## config.mk

```make
export PLATFORM = sky130hd
export DESIGN_NAME = timer_arbiter
export DESIGN_NICKNAME = d
export VERILOG_FILES = /design/src/rtl/timer_arbiter.sv
export SDC_FILE = /design/constraint.sdc
export NUM_CORES = 1
export LEC_CHECK = 0
export ABC_CLOCK_PERIOD_IN_PS = 2800
export CORE_AREA = 4 4 55 57
export DETAILED_ROUTE_END_ITERATION = 16
export DIE_AREA = 0 0 59 61
export GPL_ROUTABILITY_DRIVEN = 0
export GPL_TIMING_DRIVEN = 0
export HOLD_SLACK_MARGIN = 0.06
export PLACE_DENSITY = 0.71
export SLEW_MARGIN = 20
export SYNTH_ARGS = -nofsm -noshare
export SYNTH_HDL_FRONTEND = slang
export SYNTH_SLANG_ARGS = --single-unit
```

## constraint.sdc

```tcl
create_clock -name clk -period 2.8 [get_ports clk]
set_input_delay 0.56 -clock clk [delete_from_list [all_inputs] [get_ports clk]]
set_output_delay 0.56 -clock clk [all_outputs]
set_load 0.1 [all_outputs]
```

## src/rtl/timer_arbiter.sv

```systemverilog
// Round-robin arbiter granting one shared delay timer; the owner gets a one-cycle done pulse when its delay expires.
// Optional abort on request withdrawal is built when TIMER_ARBITER_ABORT_EN is defined.
module timer_arbiter #(
  parameter int NUM_REQ   = 4,
  parameter int CLK_COUNT = 100
) (
  input  logic                       clk,
  input  logic                       reset_n,
  input  logic                       enable,
  input  logic [NUM_REQ-1:0]         req,
  output logic [NUM_REQ-1:0]         grant,
  output logic [$clog2(NUM_REQ)-1:0] grant_id,
  output logic [NUM_REQ-1:0]         done,
  output logic                       busy
);

  localparam int IW = $clog2(NUM_REQ);
  localparam int CW = $clog2(CLK_COUNT);

  localparam logic [CW-1:0] CNT_LAST = CW'(CLK_COUNT - 1);
  localparam logic [IW-1:0] ID_LAST  = IW'(NUM_REQ - 1);
  localparam logic [IW:0]   REQ_W    = (IW + 1)'(NUM_REQ);

`ifdef TIMER_ARBITER_ABORT_EN
  localparam bit ABORT_EN = 1'b1;
`else
  localparam bit ABORT_EN = 1'b0;
`endif

  typedef enum logic [1:0] {
    S_IDLE,
    S_RUN,
    S_DONE
  } state_t;

  state_t              r_state;
  logic [CW-1:0]       r_cnt;
  logic [IW-1:0]       r_ptr;
  logic [IW-1:0]       r_grant_id;
  logic [NUM_REQ-1:0]  r_grant;
  logic [NUM_REQ-1:0]  r_done;
  logic                r_busy;

  logic [2*NUM_REQ-1:0] w_req2;
  logic [NUM_REQ-1:0]   w_rot;
  logic [IW-1:0]        w_off;
  logic [IW:0]          w_sum;
  logic [IW-1:0]        w_sel_id;
  logic                 w_sel_valid;
  logic [IW-1:0]        w_next_ptr;

  // Rotate requests so the client at r_ptr sits at bit 0; the lowest set bit is the winner.
  assign w_req2      = {req, req};
  assign w_rot       = w_req2[{1'b0, r_ptr} +: NUM_REQ];
  assign w_sel_valid = |req;

  always_comb begin
    // NOTE: every variable driven here gets a default first, so no path can infer a latch.
    w_off = '0;
    for (int i = NUM_REQ - 1; i >= 0; i--) begin
      if (w_rot[i]) w_off = IW'(i);
    end
  end

  assign w_sum      = {1'b0, r_ptr} + {1'b0, w_off};
  assign w_sel_id   = (w_sum >= REQ_W) ? IW'(w_sum - REQ_W) : IW'(w_sum);
  assign w_next_ptr = (r_grant_id == ID_LAST) ? '0 : r_grant_id + IW'(1);

  // NOTE: state registers use non-blocking assignments so every flop samples pre-edge values.
  always_ff @(posedge clk or negedge reset_n) begin
    if (!reset_n) begin
      r_state    <= S_IDLE;
      r_cnt      <= '0;
      r_ptr      <= '0;
      r_grant    <= '0;
      r_grant_id <= '0;
      r_done     <= '0;
      r_busy     <= 1'b0;
    end else begin
      r_done <= '0;
      unique case (r_state)
        S_IDLE: begin
          if (w_sel_valid) begin
            r_state    <= S_RUN;
            r_cnt      <= '0;
            r_grant_id <= w_sel_id;
            r_grant    <= {{(NUM_REQ-1){1'b0}}, 1'b1} << w_sel_id;
            r_busy     <= 1'b1;
          end else begin
            r_grant <= '0;
          end
        end

        S_RUN: begin
          if (ABORT_EN && !req[r_grant_id]) begin
            r_state <= S_IDLE;
            r_cnt   <= '0;
            r_grant <= '0;
            r_busy  <= 1'b0;
            r_ptr   <= w_next_ptr;
          end else if (!enable) begin
            // A stall restarts the delay rather than pausing it.
            r_cnt <= '0;
          end else if (r_cnt == CNT_LAST) begin
            r_state <= S_DONE;
            r_cnt   <= '0;
            r_done  <= r_grant;
          end else begin
            r_cnt <= r_cnt + CW'(1);
          end
        end

        S_DONE: begin
          r_state <= S_IDLE;
          r_grant <= '0;
          r_busy  <= 1'b0;
          r_ptr   <= w_next_ptr;
        end

        default: r_state <= S_IDLE;
      endcase
    end
  end

  assign grant    = r_grant;
  assign grant_id = r_grant_id;
  assign done     = r_done;
  assign busy     = r_busy;

endmodule

```

==> impl_summary.txt, run 1 <==
----------------------------------------------------
[Outcome]
  Result of the run ... finished, final reports clean

[GRT]
  Total overflow reported by the global router ... 0
  Wire length of the first global-routing pass ... 4210 um
  Maximum number of pins on one net before global-route repair ... 23
  Vias in the first global route ... 1004
  Antenna violations before repair ... 0
  Total global-route track usage ... around 15%

[Placement]
  Half-perimeter wire length after placement ... about 1700 um
  Area post-placement ... between 0.001 and 0.0015 mm2
  Count of input and output buffers ... 15

[Yosys]
  Top_reg_cell synth ... sky130_fd_sc_hd__dfrtp_1
  Seq cells post-synth ... 22
  Syn_nets ... about 130
  Per-instance average area after synthesis ... around 9.6 um2
  Register area share after synthesis ... between 40% and 50%
  Share of flip-flops with an asynchronous set or reset ... 100%
  Post-Synthesis Cell Area ... between 0.001 and 0.0015 mm2
  Largest cells by area after synthesis ... sky130_fd_sc_hd__dfrtp_1 46%, sky130_fd_sc_hd__nand2_1 6.0%, sky130_fd_sc_hd__o21ai_0 5.0%
  Top post-synthesis cells by count ... 22 x sky130_fd_sc_hd__dfrtp_1, 19 x sky130_fd_sc_hd__nand2_1, 12 x sky130_fd_sc_hd__o21ai_0, 6 x sky130_fd_sc_hd__o31ai_1, 5 x sky130_fd_sc_hd__nor2_1
  Count of synthesis-stage warnings from yosys ... 0
  Area share of the largest cell type after synthesis ... between 40% and 50%
  Cells after synthesis ... 124
  Biggest area consumer among synthesized cells ... sky130_fd_sc_hd__dfrtp_1
  Netlist cell types ... 39
  Count leader, synth ... sky130_fd_sc_hd__dfrtp_1
  EDFF count, synth ... 0

[Clocking]
  Post-cts repair resize count ... 0
  TritonCTS Buffers ... 3
  Root buf cell ... sky130_fd_sc_hd__clkbuf_4
  Max Buffers Root-to-Sink ... 2
  Clk sinks ... 22
  Clock tree from TritonCTS ... built
  Number of hold buffers added after cts ... 0
  Clock latency on the worst-skew pair ... 0.31 ns
  Clock transition time at the flip-flop clock pins of the worst setup and hold paths ... 0.13 ns
  Post-CTS setup buffers ... 0
  Clock H-tree levels ... 1

[Drt]
  Antenna-violating nets left ... 0
  Via count of the routed design ... between 900 and 1000
  Routed wirelength normalized by instance count ... approximately 13 um
  DR iter-0 viols ... 17
  1st-pass router iterations ... 4
  Ratio of routed vias to standard cells ... 5.58
  Post-route DRC ... 0
  Final wirelength ... 2240 um

[STA]
  Worst Max-Slew Pin Slew ... 0.968 ns
  Total count of max-transition violations in the final report ... 0
  Crit share post-route ... approximately 87%
  Post-route clock skew ... roughly 0.011 ns
  Relative slew slack ... between 30% and 40%
  Fmax ... 413 MHz
  Shortest clock period the worst path allows after layout ... roughly 2.4 ns
  RSZ-0062 raised after global routing ... false
  Setup tns final ... 0 ns
  Number of setup violations in the final report ... 0
  Hold violation total from the final report ... 0

[Critical path]
  Slowest cell delay on critical path ... about 1.2 ns
  Buf/Inv on CP ... 1
  Crit start category ... flip-flop
  Maximum fanout along the worst path ... 3
  Cell with the largest stage delay on the worst path ... sky130_fd_sc_hd__clkdlybuf4s50_1
  Ordered cell list for the critical path ... clkdlybuf4s50_1
  Dominant delay contributor by cell family on the critical path ... buffers and inverters
  Source of the critical timing path ... grant_id[1]
  Arrival time at the worst endpoint ... between 1.5 and 2 ns
  Critical setup path kind ... flip-flop to output pin
  CP endpoint kind ... output pin
  Worst Path Required ... around 2.2 ns
  Startpoint of the lowest-slack register-to-register path ... r_ptr[0]

[Power and ir drop]
  Total power divided by cell area ... around 440 mW/mm2
  Peak supply drop ... 442 uV
  Leak ... approximately 0.65 nW

[Final layout]
  Post-layout nets ... approximately 150
  Antenna fix cells ... 0
  Area added between synthesis and finish ... 20.2%
  Layout cell share with drive strength beyond 1 ... 11.2%
  Post-route design area ... ~0.0014 mm2

[Hold path]
  Hold path startpoint ... busy
  Worst hold-check path type ... flip-flop to flip-flop

[Floorplan]
  Total Die Area ... between 0.003 and 0.004 mm2
  Core area ... ~0.0025 mm2
  Starting density of the core ... around half
  Horizontal die dimension ... 59 um
  Boundary pin count ... 18
  Vertical extent of the die ... 61 um
  Placement row count ... 18

[Run]
  Max-capacitance violation count ... 0

----------------------------------------------------
-- stage by stage --
step / util [%] / hold WS [ns] / total power [W] / std cells / setup WS (ns)
finish: 57.8 / 0.511 / 0.000635 / 173 / 0.376
global route: 57.8 / 0.562 / 0.000666 / 173 / 0.184
CTS: 57.8 / 0.519 / 0.000645 / 173 / 0.354
detailed placement: 55.7 / 0.486 / 0.000403 / 169 / 0.0323
global placement: 55.7 / 0.479 / 0.000400 / 169 / 0.115
floorplan: - / 0.264 / 0.000377 / 124 / 0.687
-- metal layers --
layer	track usage [%]	up-vias	wire, um
met5	0	-	0
met2	25.4	18	1040
met3	4.04	2	94
li1	-	486	-
met4	2.27	0	7
met1	19.9	460	1100
-- power by group --
group | leakage (nW) | switching [W] | internal (W) | total (W)
Clock | 0.0279 | 0.0000951 | 0.000145 | 0.000240
Sequential | 0.276 | 0.00000480 | 0.000323 | 0.000328
Combinational | 0.348 | 0.0000441 | 0.0000235 | 0.0000676
Total | 0.652 | 0.000144 | 0.000491 | 0.000635
-- sequential cells by signal, indices dropped and copies added (netlist names) --
signal	cells
done	4
grant_id	2
busy	1
r_cnt	7
r_state	2
r_ptr	2
grant	4
-- path summary, 6_finish.rpt --
kind                               end  slack, ns  cells past startpoint
setup / recovery           grant_id[1]       0.38                      1
hold / removal                    busy       0.51                      1
setup reg to reg              grant[2]       0.59                      9
hold reg to reg                   busy       0.51                      1
max in group asynchronous  grant_id[0]       1.46                      1
min in group asynchronous     r_cnt[5]       0.76                      1
-- logic make-up (layout without fill, tap and decap cells) --
kind of cell / Yosys count / in the layout / share of synthesized area, %
adders and majority gates: 3 / 3 / 3.15
and+or+nand+nor: 53 / 53 / 24.7
DFF: 22 / 22 / 46.2
AOI/OAI and AO/OA: 33 / 33 / 17.9
muxes: 3 / 3 / 2.73
xor gates and xnor gates: 1 / 1 / 0.735
buffers and inverters: 9 / 28 / 4.62
-- final cells by class --
class / instances / area (um2)
Fill cell: 234 / 1050
Multi-Input combinational cell: 93 / 586
Sequential cell: 22 / 551
Timing Repair Buffer: 15 / 150
Buffer: 5 / 40.0
Tap cell: 30 / 37.5
Clock inverter: 1 / 30.0
Clock buffer: 3 / 22.5
Inverter: 4 / 15.0
-- layout by cell type, fill, tap and decap left out, types with 3 or more instances in the layout --
| cell type | count |
|---|---|
| sky130_fd_sc_hd__inv_1 | 4 |
| sky130_fd_sc_hd__clkdlybuf4s50_1 | 15 |
| sky130_fd_sc_hd__o21ai_0 | 12 |
| sky130_fd_sc_hd__a21oi_1 | 3 |
| sky130_fd_sc_hd__nand2_1 | 19 |
| sky130_fd_sc_hd__and2_1 | 4 |
| sky130_fd_sc_hd__o21a_1 | 3 |
| sky130_fd_sc_hd__ha_1 | 3 |
| sky130_fd_sc_hd__dfrtp_1 | 22 |
| sky130_fd_sc_hd__or3_1 | 3 |
| sky130_fd_sc_hd__nor2_1 | 5 |
| sky130_fd_sc_hd__nor4_1 | 3 |
| sky130_fd_sc_hd__o31ai_1 | 6 |
| sky130_fd_sc_hd__clkbuf_4 | 3 |
No activity file was read; power rests on OpenSTA's default activity.
==> inputs of run 2 (changes only) <==
--- a/config.mk
+++ b/config.mk
@@ -7,12 +7,14 @@
 export LEC_CHECK = 0
 export ABC_CLOCK_PERIOD_IN_PS = 2800
 export CORE_AREA = 4 4 55 57
+export CTS_CLUSTER_DIAMETER = 100
 export DETAILED_ROUTE_END_ITERATION = 16
 export DIE_AREA = 0 0 59 61
 export GPL_ROUTABILITY_DRIVEN = 0
 export GPL_TIMING_DRIVEN = 0
 export HOLD_SLACK_MARGIN = 0.06
 export PLACE_DENSITY = 0.71
+export SETUP_SLACK_MARGIN = 0.3
 export SLEW_MARGIN = 20
 export SYNTH_ARGS = -nofsm -noshare
 export SYNTH_HDL_FRONTEND = slang
==> constraint.sdc (replaced) <==
create_clock -name clk -period 2.8 [get_ports clk]
set_input_delay 0.84 -clock clk [delete_from_list [all_inputs] [get_ports clk]]
set_output_delay 0.84 -clock clk [all_outputs]
set_load 0.1 [all_outputs]
==> impl_summary.txt, run 2 (synthesized netlist as in run 1, its figures left out) <==
----------------------------------------------------
[Outcome]
  Result of the run ... finished, final reports clean

[GRT]
  Maximum number of pins on one net before global-route repair ... 23
  Antenna violations before repair ... 0
  Total global-route track usage ... roughly 15%
  Total overflow reported by the global router ... 0
  Wire length of the first global-routing pass ... between 4000 and 5000 um
  Vias in the first global route ... 1008

[Final layout]
  Area occupied by registers ... between 500 and 600 um2
  Post-route design area ... between 0.001 and 0.0015 mm2
  Final cell utilization of the core ... between 50% and 60%
  Most common cell after layout, fill and taps aside ... sky130_fd_sc_hd__dfrtp_1
  Area added between synthesis and finish ... 20.8%
  Antenna fix cells ... 0
  Commonest cells after routing, fill and taps aside ... 22 x sky130_fd_sc_hd__dfrtp_1, 19 x sky130_fd_sc_hd__nand2_1, 12 x sky130_fd_sc_hd__o21ai_0
  Area of combinational cells with multiple inputs ... roughly 600 um2
  Layout cell share with drive strength beyond 1 ... around an eighth
  Post-layout nets ... 154
  Top register by number of flip-flops ... r_cnt
  Fill cells ... 243
  Max FFs per register ... 7

[Floorplan]
  Boundary pin count ... 18
  Starting density of the core ... about half
  Horizontal die dimension ... 59 um
  Vertical extent of the die ... slightly above 60 um
  Placement row count ... 18
  Total Die Area ... 0.00360 mm2
  Core area ... between 0.002 and 0.0025 mm2

[Critical path]
  Cell with the largest stage delay on the worst path ... sky130_fd_sc_hd__dlygate4sd2_1
  FF-to-FF End ... grant[0]
  Worst Path Required ... between 1.5 and 2 ns
  Maximum fanout along the worst path ... 3
  Slowest cell delay on critical path ... ~0.87 ns
  Buf/Inv on CP ... 1
  Crit start category ... flip-flop
  Number of stages on the worst setup path ... 1
  End point of the critical path ... grant_id[1]
  Startpoint of the lowest-slack register-to-register path ... r_ptr[0]
  Source of the critical timing path ... grant_id[1]
  Dominant delay contributor by cell family on the critical path ... buffers and inverters
  Ordered cell list for the critical path ... dlygate4sd2_1
  Arrival time at the worst endpoint ... ~1.6 ns
  Worst reg2reg path depth ... 9
  Setup slack of the worst register-to-register path ... 0.78 ns
  Critical setup path kind ... flip-flop to output pin
  CP endpoint kind ... output pin

[STA]
  Crit share post-route ... 86.4%
  Fmax ... 413 MHz
  Setup tns final ... 0 ns
  Hold Slack ... 0.506 ns
  Hold violation total from the final report ... 0
  Worst Max-Slew Pin Slew ... approximately 0.96 ns
  Shortest clock period the worst path allows after layout ... roughly 2.4 ns
  RSZ-0062 raised after global routing ... false
  Post-route clock skew ... roughly 0.011 ns
  Total count of max-transition violations in the final report ... 0
  Relative slew slack ... between 30% and 40%
  Number of setup violations in the final report ... 0

[Placement]
  Count of input and output buffers ... 15
  Half-perimeter wire length after placement ... about 1700 um
  Area post-placement ... 0.00138 mm2

[Clocking]
  Post-CTS setup buffers ... 0
  Clk sinks ... 22
  TritonCTS Buffers ... 3
  Clock tree from TritonCTS ... built
  Clock latency on the worst-skew pair ... between 0.3 and 0.4 ns
  Max Buffers Root-to-Sink ... 2
  Root buf cell ... sky130_fd_sc_hd__clkbuf_4
  Clock H-tree levels ... 1
  Clock transition time at the flip-flop clock pins of the worst setup and hold paths ... 0.13 ns

[Drt]
  Routed wirelength normalized by instance count ... 13.5 um
  1st-pass router iterations ... 4
  Via count of the routed design ... roughly 960
  Antenna-violating nets left ... 0
  DR iter-0 viols ... 18
  Final wirelength ... about 2300 um
  Ratio of routed vias to standard cells ... about 5.6
  Post-route DRC ... 0

[Power and ir drop]
  Leak ... about 0.69 nW
  Sequential fraction of design power ... 51.6%
  Clock share of power ... 37.8%
  Sw Share ... between 20 and 25%
  Combinational share of power ... a little over a tenth
  P_sw ... about 0.00014 W
  Peak supply drop ... 439 uV
  Total power divided by cell area ... approximately 440 mW/mm2
  Internal power contribution ... 0.000490 W

[Hold path]
  Worst hold-check path type ... flip-flop to flip-flop

[Run]
  Max-capacitance violation count ... 0

----------------------------------------------------
-- run 2: changes by cell type in the layout (fill, tap and decap cells not counted), sizes merged --
| cell | before | now |
|---|---|---|
| dlymetal6s2s | 0 | 2 |
| dlygate4sd2 | 0 | 11 |
| clkdlybuf4s50 | 15 | 2 |
-- run 2: layout make-up --
cell class / count / area share [%]
Sequential cell: 22 / 38.3
Clock buffer: 3 / 1.57
Multi-Input combinational cell: 93 / 41.8
Inverter: 4 / 1.04
Timing Repair Buffer: 15 / 9.83
Clock inverter: 1 / 2.09
Buffer: 5 / 2.78
Tap cell: 30 / 2.61
-- run 2: stage by stage --
step,power (W),worst slack [ns],cells
floorplan,0.000377,0.407,124
CTS,0.000644,0.312,173
global route,0.000666,0.308,173
global placement,0.000400,-0.165,169
finish,0.000635,0.380,173
detailed placement,0.000403,-0.248,169
-- run 2: what timing repair did --
action                     CTS  global route
hold buffers                 0             0
pin swaps                    1             1
gates resized for setup     13             3
setup endpoints to repair   14             5
hold endpoints to repair     0             0
-- run 2: worst min path at each step --
stage          startpoint        to  cells after the start
6_report             busy      busy                      1
5_1_grt          grant[1]   done[1]                      1
4_1_cts              busy      busy                      1
3_5_place_dp         busy      busy                      1
3_3_place_gp         busy      busy                      1
2_1_floorplan    r_cnt[1]  r_cnt[1]                      2
-- run 2: routing by layer --
layer	vias to the layer above	track usage (%)	wire length [um]
met5	-	0	0
met4	0	2.27	7
met3	2	4.04	97
met2	18	25.7	1100
met1	457	19.9	1120
li1	485	-	-
-- run 2: worst register-to-register path: cells and delay by family (launching register included) --
| family | cells | cell delay, ns |
|---|---|---|
| adders and majority gates | 1 | 0.22 |
| and+or+nand+nor | 1 | 0.15 |
| buffers and inverters | 1 | 0.19 |
| DFF | 1 | 0.42 |
| AOI/OAI and AO/OA | 5 | 0.73 |
| xor gates and xnor gates | 1 | 0.23 |
-- run 2: power by group through the flow --
stage                     Sequential, W  Clock [W]  Combinational [W]
after floorplan                0.000348          0          0.0000285
after global placement         0.000334          0          0.0000666
after detailed placement       0.000334          0          0.0000685
after CTS                      0.000328   0.000249          0.0000679
after global routing           0.000329   0.000261          0.0000756
final                          0.000328   0.000240          0.0000673
==> inputs of run 3 (changes only) <==
--- a/config.mk
+++ b/config.mk
@@ -15,7 +15,7 @@
 export HOLD_SLACK_MARGIN = 0.06
 export PLACE_DENSITY = 0.71
 export SETUP_SLACK_MARGIN = 0.3
-export SLEW_MARGIN = 20
+export SLEW_MARGIN = 10
 export SYNTH_ARGS = -nofsm -noshare
 export SYNTH_HDL_FRONTEND = slang
 export SYNTH_SLANG_ARGS = --single-unit
==> results of run 3 <==
The final DEF is identical to that of run 2; final timing and power are the same.
